`config.mk`:
```
export PLATFORM = sky130hd
export DESIGN_NAME = por_reset_sequencer
export DESIGN_NICKNAME = d
export VERILOG_FILES = /design/src/rtl/por_reset_sequencer_pkg.sv /design/src/rtl/por_reset_sequencer_debounce.sv /design/src/rtl/por_reset_sequencer.sv
export SDC_FILE = /design/constraint.sdc
export NUM_CORES = 1
export LEC_CHECK = 0
export BUFFER_PORTS_ARGS = -buffer_cell sky130_fd_sc_hd__buf_2
export CAP_MARGIN = 20
export CORE_ASPECT_RATIO = 0.7
export CORE_UTILIZATION = 58
export DETAILED_ROUTE_END_ITERATION = 7
export HOLD_SLACK_MARGIN = 0.12
export MAX_ROUTING_LAYER = met4
export PLACE_DENSITY_LB_ADDON = 0.08
export SLEW_MARGIN = 25
export SYNTH_ARGS = -nofsm -noshare
export SYNTH_HDL_FRONTEND = slang
export SYNTH_SLANG_ARGS = --single-unit
```
`constraint.sdc`:
```
create_clock -name clk -period 1.88 [get_ports clk]
set_input_delay 0.188 -clock clk [delete_from_list [all_inputs] [get_ports clk]]
set_output_delay 0.188 -clock clk [all_outputs]
set_load 0.01 [all_outputs]
```
`src/rtl/por_reset_sequencer_pkg.sv`:
```
// ---------------------------------------------------------------------------
// por_reset_sequencer_pkg
//   Shared constants for the power-on reset sequencer: the FSM state
//   encoding (also visible on the top-level state port) and the
//   saturation value of the glitch counter.
// ---------------------------------------------------------------------------
package por_reset_sequencer_pkg;

    typedef enum logic [1:0] {
        ST_RESET_HOLD  = 2'd0,
        ST_WAIT_STABLE = 2'd1,
        ST_RELEASE_H   = 2'd2,
        ST_RUN         = 2'd3
    } por_state_t;

    localparam logic [7:0] GLITCH_MAX = 8'hFF;

endpackage

```
`src/rtl/por_reset_sequencer_debounce.sv`:
```
// ---------------------------------------------------------------------------
// por_debounce
//   Synchronises the asynchronous Schmitt output and debounces it. The
//   debounced level only flips after the synchronised level has differed
//   from it for DEBOUNCE_CYCLES consecutive cycles. Every attempt that is
//   abandoned before reaching that count bumps a saturating glitch counter.
//
// Ports
//   clk         in   system clock
//   resetb      in   asynchronous active-low reset
//   din         in   asynchronous level to be filtered
//   deb         out  debounced level
//   glitch_cnt  out  saturating count of aborted debounce attempts
// ---------------------------------------------------------------------------
module por_debounce
    import por_reset_sequencer_pkg::*;
#(
    parameter int SYNC_STAGES     = 2,
    parameter int DEBOUNCE_CYCLES = 16,
    parameter int CNT_W           = 8
) (
    input  logic       clk,
    input  logic       resetb,
    input  logic       din,
    output logic       deb,
    output logic [7:0] glitch_cnt
);

    localparam logic [CNT_W-1:0] DCNT_LAST = CNT_W'(DEBOUNCE_CYCLES - 1);

    logic [SYNC_STAGES-1:0] sync_r;
    logic                   sync_q;
    logic [CNT_W-1:0]       dcnt;

    assign sync_q = sync_r[SYNC_STAGES-1];

    always_ff @(posedge clk or negedge resetb) begin
        if (!resetb) begin
            sync_r <= '0;
        end else begin
            sync_r <= {sync_r[SYNC_STAGES-2:0], din};
        end
    end

    always_ff @(posedge clk or negedge resetb) begin
        if (!resetb) begin
            dcnt       <= '0;
            deb        <= 1'b0;
            glitch_cnt <= '0;
        end else if (sync_q != deb) begin
            if (dcnt == DCNT_LAST) begin
                deb  <= sync_q;
                dcnt <= '0;
            end else begin
                dcnt <= dcnt + 1'b1;
            end
        end else begin
            // Level fell back before the count completed: a glitch.
            dcnt <= '0;
            if (dcnt != '0 && glitch_cnt != GLITCH_MAX) begin
                glitch_cnt <= glitch_cnt + 1'b1;
            end
        end
    end

endmodule

```
`src/rtl/por_reset_sequencer.sv`:
```
// ---------------------------------------------------------------------------
// por_reset_sequencer
//   Consumes the Schmitt-buffered power-good level. After the debounced
//   level has been high for HOLD_CYCLES it releases porb_h, then after
//   STAGE_GAP more cycles releases porb_l / por_l. Loss of power-good or a
//   software force_reset re-asserts every reset on the next edge.
//
// Ports
//   clk          in   system clock
//   resetb       in   asynchronous active-low reset
//   schmitt_in   in   Schmitt buffer output, asynchronous to clk
//   force_reset  in   synchronous software hold request, active-high
//   porb_h       out  first-stage reset, active-low
//   porb_l       out  second-stage reset, active-low
//   por_l        out  inverse of porb_l, active-high
//   rst_done     out  high only in RUN
//   state        out  current FSM state encoding
//   glitch_cnt   out  saturating count of aborted debounce attempts
// ---------------------------------------------------------------------------
module por_reset_sequencer
    import por_reset_sequencer_pkg::*;
#(
    parameter int SYNC_STAGES     = 2,
    parameter int DEBOUNCE_CYCLES = 16,
    parameter int HOLD_CYCLES     = 64,
    parameter int STAGE_GAP       = 8,
    parameter int CNT_W           = 8
) (
    input  logic       clk,
    input  logic       resetb,
    input  logic       schmitt_in,
    input  logic       force_reset,
    output logic       porb_h,
    output logic       porb_l,
    output logic       por_l,
    output logic       rst_done,
    output logic [1:0] state,
    output logic [7:0] glitch_cnt
);

    localparam logic [CNT_W-1:0] HOLD_LAST = CNT_W'(HOLD_CYCLES - 1);
    localparam logic [CNT_W-1:0] GAP_LAST  = CNT_W'(STAGE_GAP - 1);

    logic             deb;
    logic [CNT_W-1:0] timer;
    por_state_t       st;

    assign state = st;

    por_debounce #(
        .SYNC_STAGES     (SYNC_STAGES),
        .DEBOUNCE_CYCLES (DEBOUNCE_CYCLES),
        .CNT_W           (CNT_W)
    ) u_debounce (
        .clk        (clk),
        .resetb     (resetb),
        .din        (schmitt_in),
        .deb        (deb),
        .glitch_cnt (glitch_cnt)
    );

    always_ff @(posedge clk or negedge resetb) begin
        if (!resetb) begin
            st       <= ST_RESET_HOLD;
            timer    <= '0;
            porb_h   <= 1'b0;
            porb_l   <= 1'b0;
            por_l    <= 1'b1;
            rst_done <= 1'b0;
        end else if (!deb || force_reset) begin
            // Abort outranks every timer transition, from any state.
            st       <= ST_RESET_HOLD;
            timer    <= '0;
            porb_h   <= 1'b0;
            porb_l   <= 1'b0;
            por_l    <= 1'b1;
            rst_done <= 1'b0;
        end else begin
            unique case (st)
                ST_RESET_HOLD: begin
                    st    <= ST_WAIT_STABLE;
                    timer <= '0;
                end
                ST_WAIT_STABLE: begin
                    if (timer == HOLD_LAST) begin
                        st     <= ST_RELEASE_H;
                        porb_h <= 1'b1;
                        timer  <= '0;
                    end else begin
                        timer <= timer + 1'b1;
                    end
                end
                ST_RELEASE_H: begin
                    if (timer == GAP_LAST) begin
                        st       <= ST_RUN;
                        porb_l   <= 1'b1;
                        por_l    <= 1'b0;
                        rst_done <= 1'b1;
                        timer    <= '0;
                    end else begin
                        timer <= timer + 1'b1;
                    end
                end
                ST_RUN: begin
                    st <= ST_RUN;
                end
                default: begin
                    st <= ST_RESET_HOLD;
                end
            endcase
        end
    end

endmodule

```
==> flow_summary.json <==
{
  "cp.required_ns": 2.11,
  "path_cells": "ha_2 > and4bb_4 > a2111oi_4 > buf_4 > a2bb2oi_1 > a21o_1",
  "relSlewSlack_pct": 54.3,
  "critPathSlowestCell": "dfrtp_1",
  "final.setup.tns_ns": 0,
  "hold_viol": 0,
  "cts-htree-levels": 2,
  "synth_top_area_cell": "dfrtp_1",
  "synth_common_cells": "dfrtp_1, nand2_1, nor2_1",
  "cts_tree": "yes",
  "synthTopCellsByArea": "dfrtp_1, ha_1, xor2_1",
  "ir_drop_uv": 730,
  "clockBufferDepth": 2,
  "start_util_pct": 61.6,
  "portBuffers": 17,
  "grtUsageTotal_pct": 24.1,
  "intPower_mw": 1.17,
  "setup_viol": 0,
  "worst_setup_path_start_kind": "flop",
  "ys_ff_latch": 32,
  "drive_above_1_share_pct": 20.4,
  "synth_cell_types": 42,
  "wl_per_cell_microns": 14.5,
  "grt.overflow.total": 0,
  "critPathKind": "reg -> reg",
  "crit_family": "compound AO/OA/AOI/OAI gates",
  "core_sq_um": 2800,
  "die_w_microns": 67.2,
  "fmax_mhz": 558,
  "ys.warnings.count": 0,
  "max_cap_violations": 0,
  "p_comb_share_pct": 14.7,
  "synth_top_family_by_area": "simple AND/OR/NAND/NOR gates",
  "tightest_slew_ns": 0.686,
  "grt_pass1_wl_microns": 5240,
  "clk_pin_slew_worst_paths_ns": 0.07,
  "dp_hpwl_microns": 2330,
  "synth_edf_count": 0,
  "p_clk_share_pct": 33.7,
  "syn-num-nets": 181,
  "syn_area_sq_um": 1730,
  "ys_seq_area_share_pct": 46.4,
  "end_kind": "flop",
  "switching_share_pct": 28.1,
  "crit_fanout": 7,
  "diodes": 0,
  "outcome": "finished, final reports clean",
  "antenna_found_initial": 0,
  "rsz0062_at_grt": "false",
  "p_per_area_nw_per_um2": 826,
  "drt-total-wl_microns": 3360,
  "area.growth.synth_to_final_pct": 13.8,
  "drc": 0,
  "nets": 206,
  "insertion_delay_ns": 0.28,
  "seq_power_share_pct": 51.6,
  "yosys_most_used_dff": "dfrtp_1",
  "yosysMostFrequentCell": "dfrtp_1",
  "cpPeakStageDelay_ns": 0.44,
  "firstDrtPassIters": 4,
  "chipHeight_microns": 47.7,
  "power_mw": 1.62,
  "grt_pass1_vias": 1184,
  "synthMuxAreaShare_pct": 1.30,
  "num_rows": 16,
  "synthArstFlopShare_pct": 100,
  "grt_max_degree": 33,
  "synth_area_per_cell_sq_um": 10.2,
  "synth-compound-area-share_pct": 15.1,
  "layout_min_cycle_time_ns": 1.79,
  "path_buf_inv": 1,
  "worstPathArrival_ns": 2.02,
  "routabilityCongestion": 0.882,
  "synth-simple-area-share_pct": 19.8,
  "numCtsBuffers": 5,
  "die_area_sq_um": 3200,
  "syn_inst": 170,
  "synthXorXnorAreaFrac_pct": 7.61,
  "drt.antenna.violating_nets": 0,
  "synth_adder_area_share_pct": 5.07,
  "clock_skew_ns": 0.00597,
  "numClockSinks": 32,
  "drt_iter0_drc": 88,
  "drv_slew": 0,
  "p_sw_uw": 456,
  "p_leak_nw": 0.907,
  "synth_top_area_share_pct": 44.9,
  "min_period_over_period_pct": 95.4,
  "num_vias": 1337,
  "root_buffer": "clkbuf_8",
  "hold_class": "in -> reg",
  "viasPerCell": 5.76,
  "ios": 18
}
area by class of cell:
class	instances	area, sq um
Inverter	10	37.5
Clock buffer	8	90.1
Multi-Input combinational cell	122	847
Tap cell	36	45.0
Timing Repair Buffer	24	143
Sequential cell	32	802
Fill cell	219	838
registers in the layout, indices dropped and copies added (netlist names):
name	cells
u_debounce.glitch_cnt	8
timer	8
por_l	1
u_debounce.sync_r	2
u_debounce.deb	1
state	2
u_debounce.dcnt	8
rst_done	1
porb_h	1
path summary, 6_finish.rpt:
check | to | slack, ns | depth (start not counted) | startpoint
worst max-delay path | timer[3]$_DFFE_PN0P_ | 0.09 | 6 | timer[0]$_DFFE_PN0P_
worst min-delay path | por_l$_DFFE_PN1P_ | 0.29 | 4 | force_reset
worst max register to register | timer[3]$_DFFE_PN0P_ | 0.09 | 6 | timer[0]$_DFFE_PN0P_
worst min register to register | u_debounce.sync_r[1]$_DFF_PN0_ | 0.35 | 0 | u_debounce.sync_r[0]$_DFF_PN0_
max in group asynchronous | u_debounce.glitch_cnt[0]$_DFFE_PN0P_ | 0.95 | 2 | resetb
min in group asynchronous | u_debounce.dcnt[4]$_DFF_PN0_ | 0.49 | 2 | resetb
layer usage:
layer,track usage [%],wire [microns],vias up
li1,-,-,650
met1,31.8,1680,640
met2,35.4,1470,40
met3,6.43,159,7
met4,10.2,52,0
met5,-,0,-
through the flow:
| step | area [sq um] | hold WS, ns | setup slack [ns] | utilization [%] | instances |
|---|---|---|---|---|---|
| final | 1960 | 0.288 | 0.0864 | 70.1 | 232 |
| after global routing | 1960 | 0.296 | 0.0209 | 70.1 | 232 |
| after CTS | 1950 | 0.285 | 0.0389 | 69.7 | 231 |
| after detailed placement | 1840 | 0.282 | 0.0803 | 65.8 | 221 |
| after global placement | 1840 | 0.267 | 0.141 | 65.8 | 221 |
| after floorplan | 1730 | -0.108 | 0.127 | - | 170 |
layout by cell type (no fill, tap or decap), types with 2 or more instances in the layout:
| cell | Yosys | final |
|---|---|---|
| nor2_1 | 12 | 12 |
| xor2_1 | 10 | 10 |
| nand2_1 | 18 | 18 |
| a211o_1 | 2 | 2 |
| o211ai_1 | 3 | 3 |
| xnor2_1 | 5 | 5 |
| dlygate4sd3_1 | 0 | 2 |
| mux2_2 | 2 | 2 |
| a31oi_1 | 2 | 2 |
| clkbuf_1 | 1 | 2 |
| clkbuf_8 | 0 | 6 |
| a2111oi_4 | 2 | 2 |
| nand2b_1 | 2 | 2 |
| buf_4 | 1 | 5 |
| a21oi_1 | 3 | 3 |
| inv_1 | 10 | 10 |
| and2_1 | 3 | 3 |
| nor3_1 | 9 | 9 |
| and3_1 | 2 | 2 |
| dfrtp_1 | 31 | 31 |
| a2bb2oi_1 | 3 | 3 |
| o21ai_0 | 8 | 8 |
| a21o_1 | 3 | 3 |
| nor4_1 | 2 | 2 |
| buf_2 | 1 | 17 |
| ha_1 | 7 | 6 |
| nand3_1 | 10 | 10 |
cell families after synthesis:
family / Yosys count
mux: 2
compound gates: 32
flops: 32
xor+xnor: 15
buf+inv: 16
simple gates: 66
fa+ha+maj: 7
timing repair:
| action | in CTS | in global routing |
|---|---|---|
| gates resized for setup | 0 | 1 |
| hold buffers | 2 | 0 |
| hold endpoints to repair | 32 | 0 |
| setup endpoints to repair | 0 | 8 |
| buffers inserted | 0 | 1 |
worst reg2reg max path, cell delays in order (launching register included):
cell and delay, ns:
dfrtp_1 0.44, ha_2 0.24, and4bb_4 0.25, a2111oi_4 0.34
buf_4 0.20, a2bb2oi_1 0.18, a21o_1 0.10
power groups by stage:
stage | combinational, mW | sequential, mW | clock [mW]
2_1_floorplan | 0.112 | 0.865 | 0
5_1_grt | 0.270 | 0.847 | 0.580
3_5_place_dp | 0.242 | 0.845 | 0
6_report | 0.239 | 0.836 | 0.547
4_1_cts | 0.244 | 0.836 | 0.552
3_3_place_gp | 0.234 | 0.841 | 0
Note: power is estimated with default switching activity, not from simulation.
